[config.mk]
export PLATFORM = sky130hd
export DESIGN_NAME = mac_accumulator
export DESIGN_NICKNAME = d
export VERILOG_FILES = /design/src/rtl/mac_accumulator.sv
export SDC_FILE = /design/constraint.sdc
export NUM_CORES = 1
export LEC_CHECK = 0
export ABC_AREA = 1
export CAP_MARGIN = 0
export CORE_ASPECT_RATIO = 0.5
export CORE_MARGIN = 2
export CORE_UTILIZATION = 40
export CTS_BUF_LIST = sky130_fd_sc_hd__clkbuf_8
export DETAILED_ROUTE_END_ITERATION = 16
export HOLD_SLACK_MARGIN = 0.1
export PLACE_DENSITY = 0.63
export SLEW_MARGIN = 20
export SYNTH_ARGS = -nofsm -noshare
export SYNTH_HDL_FRONTEND = slang
export SYNTH_SLANG_ARGS = --single-unit
[constraint.sdc]
create_clock -name clk -period 8.6 [get_ports clk]
set_input_delay 2.15 -clock clk [delete_from_list [all_inputs] [get_ports clk]]
set_output_delay 2.15 -clock clk [all_outputs]
set_load 0.02 [all_outputs]
[src/rtl/mac_accumulator.sv]
// -----------------------------------------------------------------------------
// mac_accumulator
//
// Sequential multiply-accumulate stage. Unsigned WIDTH-bit operand pairs come in
// over a valid/ready handshake. Each pair is multiplied by a shift-and-add
// datapath, one multiplier bit per cycle, on a WIDTH-bit adder. The product is
// then added into a saturating ACC_WIDTH-bit accumulator. A pair flagged as last
// makes the block present the accumulated value on a second valid/ready
// handshake. Taking that result clears the accumulator.
//
// Ports
//   clk        rising-edge clock
//   reset      asynchronous, active-low reset; clears all state
//   clear      synchronous accumulator clear, honoured only while idle
//   in_valid   operand pair a/b/in_last is valid
//   in_ready   block can accept an operand pair (combinational, idle state)
//   a, b       unsigned multiplicand / multiplier
//   in_last    this pair closes the accumulation
//   out_valid  out_data holds a final result
//   out_ready  downstream accepts the result
//   out_data   accumulator value (registered); meaningful while out_valid=1
//   overflow   sticky saturation flag for the current accumulation
//
// Timing from the acceptance edge E0:
//   E1..E(WIDTH)  one partial product per edge
//   E(WIDTH+1)    accumulate; afterwards out_valid=1 (last) or in_ready=1
//
// ACC_WIDTH must be at least 2*WIDTH so a single product always fits.
// -----------------------------------------------------------------------------
module mac_accumulator #(
  parameter int unsigned WIDTH     = 8,
  parameter int unsigned ACC_WIDTH = 20
) (
  input  logic                 clk,
  input  logic                 reset,
  input  logic                 clear,
  input  logic                 in_valid,
  output logic                 in_ready,
  input  logic [WIDTH-1:0]     a,
  input  logic [WIDTH-1:0]     b,
  input  logic                 in_last,
  output logic                 out_valid,
  input  logic                 out_ready,
  output logic [ACC_WIDTH-1:0] out_data,
  output logic                 overflow
);

  localparam int unsigned PROD_W = 2 * WIDTH;
  localparam int unsigned CNT_W  = (WIDTH > 1) ? $clog2(WIDTH) : 1;

  typedef enum logic [1:0] {
    IDLE = 2'd0,
    MUL  = 2'd1,
    ACC  = 2'd2,
    HOLD = 2'd3
  } state_e;

  // WIDTH-bit adder with carry out: the only adder in the multiply path.
  function automatic logic [WIDTH:0] add_w(
    input logic [WIDTH-1:0] x,
    input logic [WIDTH-1:0] y
  );
    return {1'b0, x} + {1'b0, y};
  endfunction

  // ---------------------------------------------------------------------------
  // State
  // ---------------------------------------------------------------------------
  state_e              state_q,     state_d;
  logic [WIDTH-1:0]    a_q,         a_d;
  logic [WIDTH-1:0]    b_q,         b_d;
  logic                last_q,      last_d;
  logic [PROD_W-1:0]   prod_q,      prod_d;
  logic [CNT_W-1:0]    cnt_q,       cnt_d;
  logic [ACC_WIDTH-1:0] acc_q,      acc_d;
  logic                ovf_q,       ovf_d;
  logic                out_valid_q, out_valid_d;

  // ---------------------------------------------------------------------------
  // Multiply step
  //
  // Before iteration cnt, prod holds a * b[cnt-1:0] < 2^(cnt+WIDTH), so every
  // bit at or above cnt+WIDTH is still zero. Adding (a << cnt) therefore only
  // touches the WIDTH+1 bits starting at cnt: a WIDTH-bit add of the window
  // prod[cnt +: WIDTH] with a, whose carry lands in the known-zero bit above.
  // Nothing above that can see a carry, so no wide adder is needed.
  // ---------------------------------------------------------------------------
  logic [WIDTH-1:0] prod_win;
  logic [WIDTH-1:0] addend;
  logic [WIDTH:0]   partial;
  logic [PROD_W-1:0] prod_step;

  always_comb begin
    prod_win  = prod_q[cnt_q +: WIDTH];
    addend    = b_q[cnt_q] ? a_q : '0;
    partial   = add_w(prod_win, addend);
    prod_step = prod_q;
    prod_step[cnt_q +: (WIDTH + 1)] = partial;
  end

  // ---------------------------------------------------------------------------
  // Accumulate step: one extra bit catches the carry that signals saturation.
  // ---------------------------------------------------------------------------
  logic [ACC_WIDTH:0] acc_sum;

  always_comb begin
    acc_sum = {1'b0, acc_q} + (ACC_WIDTH + 1)'(prod_q);
  end

  // ---------------------------------------------------------------------------
  // Next-state logic
  // ---------------------------------------------------------------------------
  always_comb begin
    // NOTE: every _d starts from its current value so no branch leaves a
    // signal unassigned; that is what keeps this block free of latches.
    state_d     = state_q;
    a_d         = a_q;
    b_d         = b_q;
    last_d      = last_q;
    prod_d      = prod_q;
    cnt_d       = cnt_q;
    acc_d       = acc_q;
    ovf_d       = ovf_q;
    out_valid_d = out_valid_q;

    unique case (state_q)
      IDLE: begin
        // A clear on the same edge as an acceptance wipes the old total, so
        // the new pair accumulates from zero.
        if (clear) begin
          acc_d = '0;
          ovf_d = 1'b0;
        end
        if (in_valid) begin
          a_d     = a;
          b_d     = b;
          last_d  = in_last;
          prod_d  = '0;
          cnt_d   = '0;
          state_d = MUL;
        end
      end

      MUL: begin
        prod_d = prod_step;
        cnt_d  = cnt_q + CNT_W'(1);
        if (cnt_q == CNT_W'(WIDTH - 1)) begin
          state_d = ACC;
        end
      end

      ACC: begin
        // A saturated total stays at all ones: any further nonzero product
        // carries out again and re-saturates.
        if (acc_sum[ACC_WIDTH]) begin
          acc_d = '1;
          ovf_d = 1'b1;
        end else begin
          acc_d = acc_sum[ACC_WIDTH-1:0];
        end
        if (last_q) begin
          out_valid_d = 1'b1;
          state_d     = HOLD;
        end else begin
          state_d     = IDLE;
        end
      end

      HOLD: begin
        // Result, flag and valid stay frozen until downstream takes them.
        if (out_ready) begin
          acc_d       = '0;
          ovf_d       = 1'b0;
          out_valid_d = 1'b0;
          state_d     = IDLE;
        end
      end

      default: begin
        state_d = IDLE;
      end
    endcase
  end

  // ---------------------------------------------------------------------------
  // Registers
  // ---------------------------------------------------------------------------
  always_ff @(posedge clk or negedge reset) begin
    if (!reset) begin
      state_q     <= IDLE;
      a_q         <= '0;
      b_q         <= '0;
      last_q      <= 1'b0;
      prod_q      <= '0;
      cnt_q       <= '0;
      acc_q       <= '0;
      ovf_q       <= 1'b0;
      out_valid_q <= 1'b0;
    end else begin
      // NOTE: non-blocking assignments so every flop updates from the values
      // present before the edge, regardless of statement order.
      state_q     <= state_d;
      a_q         <= a_d;
      b_q         <= b_d;
      last_q      <= last_d;
      prod_q      <= prod_d;
      cnt_q       <= cnt_d;
      acc_q       <= acc_d;
      ovf_q       <= ovf_d;
      out_valid_q <= out_valid_d;
    end
  end

  // ---------------------------------------------------------------------------
  // Outputs
  // ---------------------------------------------------------------------------
  assign in_ready  = (state_q == IDLE);
  assign out_valid = out_valid_q;
  assign out_data  = acc_q;
  assign overflow  = ovf_q;

endmodule

### Yosys cells after proc, flatten, opt, wreduce, memory -nomap -nowiden

Index checks and enable logic that the tools add are counted.

* input bits: 22
* logic and storage cells: 60
* output and inout bits: 23
* bits in registers: 60

* reduce and logical (&&, ||, !) cells: 10
* magnitude comparators: 1
* muxes and demuxes: 23
* equality and inequality tests: 10
* shifts and indexed selects: 3
* add/subtract/negate cells: 4

Operator list (number)
* $mux 20: 3
* $pmux 20 s3: 1
* $pmux 16 s2: 1
* $add 20x16->21: 1
* $bwmux 16: 1
* $mux 16: 1
* $shift 9x5->16 const A: 1
* $shiftx 16x4->8: 1
* $shiftx 9x5->16: 1
* $ne 2x2->1 const B: 6
* $add 8x8->9: 1
* $reduce_and 3->1: 3
* $mux 2: 4
* $mux 8: 1
* $pmux 2 s4: 1
* $pmux 3 s2: 1
* $mux 1: 5
* $neg 3->5: 1
* $eq 2x2->1 const B: 2
* $lt 3x4->1 const B: 1
* $reduce_and 2->1: 2
* $reduce_and 4->1: 1
* $reduce_bool 2->1: 2
* $add 3x1->3 const B: 1
* 8 further kinds: 8

### Depth between registers and ports, before layout

* word-level depth: 7
* gate-level depth with buffers: 22
* gate-level depth less buffers: 21

### Least setup slack after synthesis

No wires, ideal clock.

* path kind: input port to flip-flop
* start: input port out_ready
* end: register acc_q[7] (netlist: out_data[7])
* cell stages on the path: 7
* arrival: 3.099 ns
* required time: 8.479 ns
* slack: 5.380 ns
* path buffers: 1
* setup time: 0.121 ns
* cells stage by stage: inv_1 > nand2_1 > o21ai_1 > nor2_1 > inv_2 > buf_2 > a22o_1

* longest elaborated chain between the ends: 2

Ends and longest elaborated chain
* start: declaration: line 43 `input logic out_ready,`
* $ne 2x2->1 (no source line)
* $reduce_and 3->1 (no source line)
* end signal: assignment: line 196 `acc_q <= '0;`
* end signal: assignment: line 208 `acc_q <= acc_d;`
* end: declaration: line 75 `logic [ACC_WIDTH-1:0] acc_q, acc_d;`

No other way between the ends.
A chain may end at the register's enable or synchronous reset.

### Final worst setup path

* start: register cnt_q[0]
* end: register prod_q[3]

* longest elaborated chain between the ends: 7
* elaborated cells on any way between the ends: 10
* those cells by class: add/sub (2); shift (3); mux (5)

Ends and longest elaborated chain
* start: declaration: line 74 `logic [CNT_W-1:0] cnt_q, cnt_d;`
* start signal: assignment: line 207 `cnt_q <= cnt_d;`
* $bmux 1 s3: line 95 `addend = b_q[cnt_q] ? a_q : '0;`
* $mux 1 (implied by the code): line 95
* $mux 8: line 95
* $add 8x8->9: line 63 `return {1'b0, x} + {1'b0, y};`
* $shiftx 9x5->16: line 98 `prod_step[cnt_q +: (WIDTH + 1)] = partial;`
* $bwmux 16 *: line 98
* $pmux 16 s2 *: line 126 `unique case (state_q)`
* end signal: assignment: line 206 `prod_q <= prod_d;`
* end: declaration: line 73 `logic [PROD_W-1:0] prod_q, prod_d;`

Mark *: on every way between the ends. The rest lies on a longest branch, timed or not. The select of a mux whose other input is x is not followed.

==> metrics.log <==
[metrics] drt pass-1 iters: 5
[metrics] via/cell ratio: between 5 and 6
[metrics] kind of start point of the critical path: flip-flop
[metrics] fin. max-slew vios: 0
[metrics] Initial Util: between 40% and 50%
[metrics] Slew Limit Headroom: a little under half
[metrics] number of resized instances in the post-cts repair step: 0
[metrics] horizontal extent of the die: 170 microns
[metrics] Tmin final: between 4 and 5 ns
[metrics] via count of the first global-routing pass: 5246
[metrics] worst slew pin tran: 0.787 ns
[metrics] global-route wire length before repair: approximately 27 mm
[metrics] f_max: between 0.2 and 0.25 GHz
[metrics] total placed instance area: 6010 sq um
[metrics] Inserted Clock Buffers: 9
[metrics] Netlist Area Pre-Place: between 5000 and 6000 sq um
[metrics] Syn Inst Count: just over 800
[metrics] die height: 87.0 microns
[metrics] Worst Path Required: ~9 ns
[metrics] Synth Net Count: 883
[metrics] share of cell area taken by muxes after synthesis: 2.57%
[metrics] xor/xnor share of the synthesized area: between 1.5 and 2%
[metrics] dominant cells by area after synthesis: dfrtp_1 (27%), nand2_1 (18%), ha_1 (8.2%)
[metrics] clock-pin slew on the worst setup and hold paths: ~0.07 ns
[metrics] row cnt: 30
[metrics] core box area: 13500 sq um
[metrics] layout cell share with drive strength beyond 1: 6.88%
[metrics] sequential share of the synthesized area: 27.3%
[metrics] worst hold slack: 0.510 ns
[metrics] non-filler cells, final: 1034
[metrics] number of buffer and inverter stages on the critical path: 1
[metrics] Synth cell types: 48
[metrics] overflow left after global routing: 0
[metrics] worst clock skew: about 0.011 ns
[metrics] input/output buffers: 44
[metrics] IO Pins: between 40 and 50
[metrics] critical path class: reg2reg
[metrics] TritonCTS clock tree: built
[metrics] Post CTS Setup Buffer Count: 0
[metrics] Post-CTS Hold Buffers: 0
[metrics] critical path's top delay family: compound AO/OA/AOI/OAI gates
[metrics] data arrival time of the worst path: between 4 and 5 ns
[metrics] largest area contributor in the netlist: dfrtp_1
[metrics] final count of negative-setup-slack endpoints: 0
[metrics] Clock Sinks: 60
[metrics] initial antenna violation count: 0
[metrics] H-tree lvl count: 3
[metrics] worst voltage drop across the vdd grid: 0.134 mV
[metrics] Synth Area in Adders: 8.91%
[metrics] global-route total usage across every layer: a little under a quarter
[metrics] final worst-path cycle share: a little under half
[metrics] static leakage: 0.00308 uW
[metrics] worst min-delay path category: reg2reg
[metrics] final weighted congestion in routability-driven placement: 0.961
[metrics] final standard cell utilization of the core: between 40% and 50%
[metrics] Clk Latency, worst-skew pair: 0.36 ns
[metrics] worst-path cell with the longest stage delay: dfrtp_1
[metrics] NumNets Final: roughly 910
[metrics] maximum number of pins on one net before global-route repair: about 60
[metrics] cell breakdown of the critical path: inv_2 -> o21ai_0 -> o22ai_1 -> o21ai_1 -> nor2_1 -> ha_1 -> fa_1 -> or2_2 -> nand2_1 -> o22ai_1 -> nand2_1 -> o21ai_0 -> nand2_1 -> a21oi_1 -> nand3_1 -> nand2_1
[metrics] status: completed
[metrics] largest fanout on the critical path: 27
[metrics] most prevalent standard cell on the critical path: nand2_1
[metrics] reg-to-reg setup timing slack: between 4 and 5 ns
[metrics] power density cells: about 410 nW/um^2
[metrics] total vias in the final route: roughly 5600
[metrics] post-route cell area: 6210 sq um
[metrics] area of the die: between 10000 and 15000 sq um
[metrics] number of endpoints with negative hold slack in the final report: 0
[metrics] endpoint type of the worst setup path: flip-flop
[metrics] RSZ-0062 raised after global routing: false
[metrics] residual antenna-violating net count after detailed routing: 0
[metrics] average cell area after synthesis: 6.69 sq um
[metrics] number of flip-flops and latches in the synthesized netlist: 60
[metrics] initial DRC count: 431
[metrics] wire per inst: about 15 microns
[metrics] post-synthesis share of cell area spent on and, or, nand and nor gates: between 30% and 40%
[metrics] synth-to-layout area growth: 12.7%
[metrics] Max Cap Viol: 0
[metrics] buffer levels on the longest clock path: 2
[metrics] Synth top area share: between 20% and 30%
[metrics] delay contributed by the slowest stage of the critical path: ~0.7 ns
[metrics] setup_tns: 0 ns
[metrics] residual DRC count: 0
[metrics] placed cell count: 1018
[metrics] DP HPWL: ~12 mm
[metrics] compound-gate portion of the synthesized area: 17.2%
[metrics] buffer type at the clock tree root: clkbuf_8
[metrics] Diodes inserted: 0
[metrics] total length of routed wires: ~16 mm
[metrics] dominant combinational cell family by area after synthesis: simple AND/OR/NAND/NOR gates
[metrics] Warnings, synthesis: 0
-- layout make-up --
| cell class | instances | area, sq um |
|---|---|---|
| Multi-Input combinational cell | 654 | 3520 |
| Clock buffer | 9 | 124 |
| Inverter | 82 | 313 |
| Timing Repair Buffer | 46 | 450 |
| Clock inverter | 7 | 75.1 |
| Tap cell | 176 | 220 |
| Fill cell | 1444 | 7310 |
| Sequential cell | 60 | 1500 |
-- logic make-up (layout without fill, tap and decap cells) --
logic type,count (synthesis),count (layout)
buf+inv,109,144
mux,13,13
flops,60,60
xor+xnor,10,10
simple gates,429,429
fa+ha+maj,38,38
compound gates,164,164
-- Yosys cell counts, drive strengths merged --
| library cell | count |
|---|---|
| o21a | 2 |
| o221ai | 3 |
| xor2 | 5 |
| nand3b | 3 |
| nor2 | 61 |
| a22oi | 3 |
| ha | 36 |
| a22o | 7 |
| clkbuf | 9 |
| nand3 | 85 |
| o31ai | 2 |
| mux2i | 4 |
| nand2 | 261 |
| o21ai | 70 |
| nand4 | 7 |
| inv | 82 |
| nor3 | 7 |
| o22ai | 8 |
| buf | 18 |
| dfrtp | 60 |
| a31o | 1 |
| a31oi | 2 |
| a21boi | 1 |
| fa | 2 |
| a211oi | 4 |
| xnor2 | 5 |
| mux2 | 9 |
| o211ai | 2 |
| o21bai | 2 |
| or2 | 5 |
| a21oi | 57 |
-- power breakdown --
part	switching, uW	total [uW]	leakage, uW	internal [uW]
clock	133	268	0.000104	135
sequential	89.7	461	0.000782	371
combinational	1240	1820	0.00220	573
total	1470	2550	0.00308	1080
-- through the flow --
stage / worst slack (ns) / power, uW
2_1_floorplan: 5.38 / 1810
3_3_place_gp: 4.33 / 2220
3_5_place_dp: 4.26 / 2240
4_1_cts: 4.55 / 2520
5_1_grt: 4.23 / 2790
6_report: 4.55 / 2550
-- worst reg2reg max path: stages, from the launching register on --
cell	delay (ns)
dfrtp_1	0.71
inv_2	0.38
o21ai_0	0.26
o22ai_1	0.09
o21ai_1	0.46
nor2_1	0.12
ha_1	0.26
fa_1	0.44
or2_2	0.33
nand2_1	0.13
o22ai_1	0.10
nand2_1	0.07
o21ai_0	0.17
nand2_1	0.17
a21oi_1	0.08
nand3_1	0.11
nand2_1	0.08
-- cell usage in the layout, fill, tap and decap left out, types with 5 or more instances in the layout --
master / count
nand2_1: 257
nand3_1: 85
inv_1: 71
o21ai_0: 63
dfrtp_1: 60
a21oi_1: 56
nor2_1: 54
clkdlybuf4s50_1: 43
ha_1: 36
inv_2: 10
mux2_2: 9
clkbuf_8: 9
o22ai_1: 8
nor3_1: 7
nand4_1: 7
a22o_1: 7
xor2_1: 5
xnor2_1: 5
-- registers in the layout (all words and copies together) (netlist names) --
register,flops
state_q,2
cnt_q,3
overflow,1
b_q,8
last_q,1
out_valid,1
out_data,20
prod_q,16
a_q,8
-- final timing paths --
kind / startpoint / to / cells past startpoint
max in group asynchronous: reset / cnt_q[0]$_DFFE_PN0P_ / 2
min: b_q[5]$_DFFE_PN0P_ / b_q[5]$_DFFE_PN0P_ / 1
min in group asynchronous: reset / a_q[4]$_DFFE_PN0P_ / 2
max: cnt_q[0]$_DFFE_PN0P_ / prod_q[3]$_DFFE_PN0P_ / 16
min reg2reg: b_q[5]$_DFFE_PN0P_ / b_q[5]$_DFFE_PN0P_ / 1
max reg2reg: cnt_q[0]$_DFFE_PN0P_ / prod_q[3]$_DFFE_PN0P_ / 16
-- routing by layer --
layer | part of all wire, % | vias to the layer above | wire [microns] | track usage, %
met5 | 0 | - | 0 | 0
met4 | 1.4 | 0 | 229 | 5.59
met3 | 6.4 | 23 | 1020 | 4.23
met2 | 43 | 183 | 6840 | 36.0
met1 | 49 | 2616 | 7920 | 32.4
li1 | - | 2813 | - | -
Power figures use the tool's default switching activity.
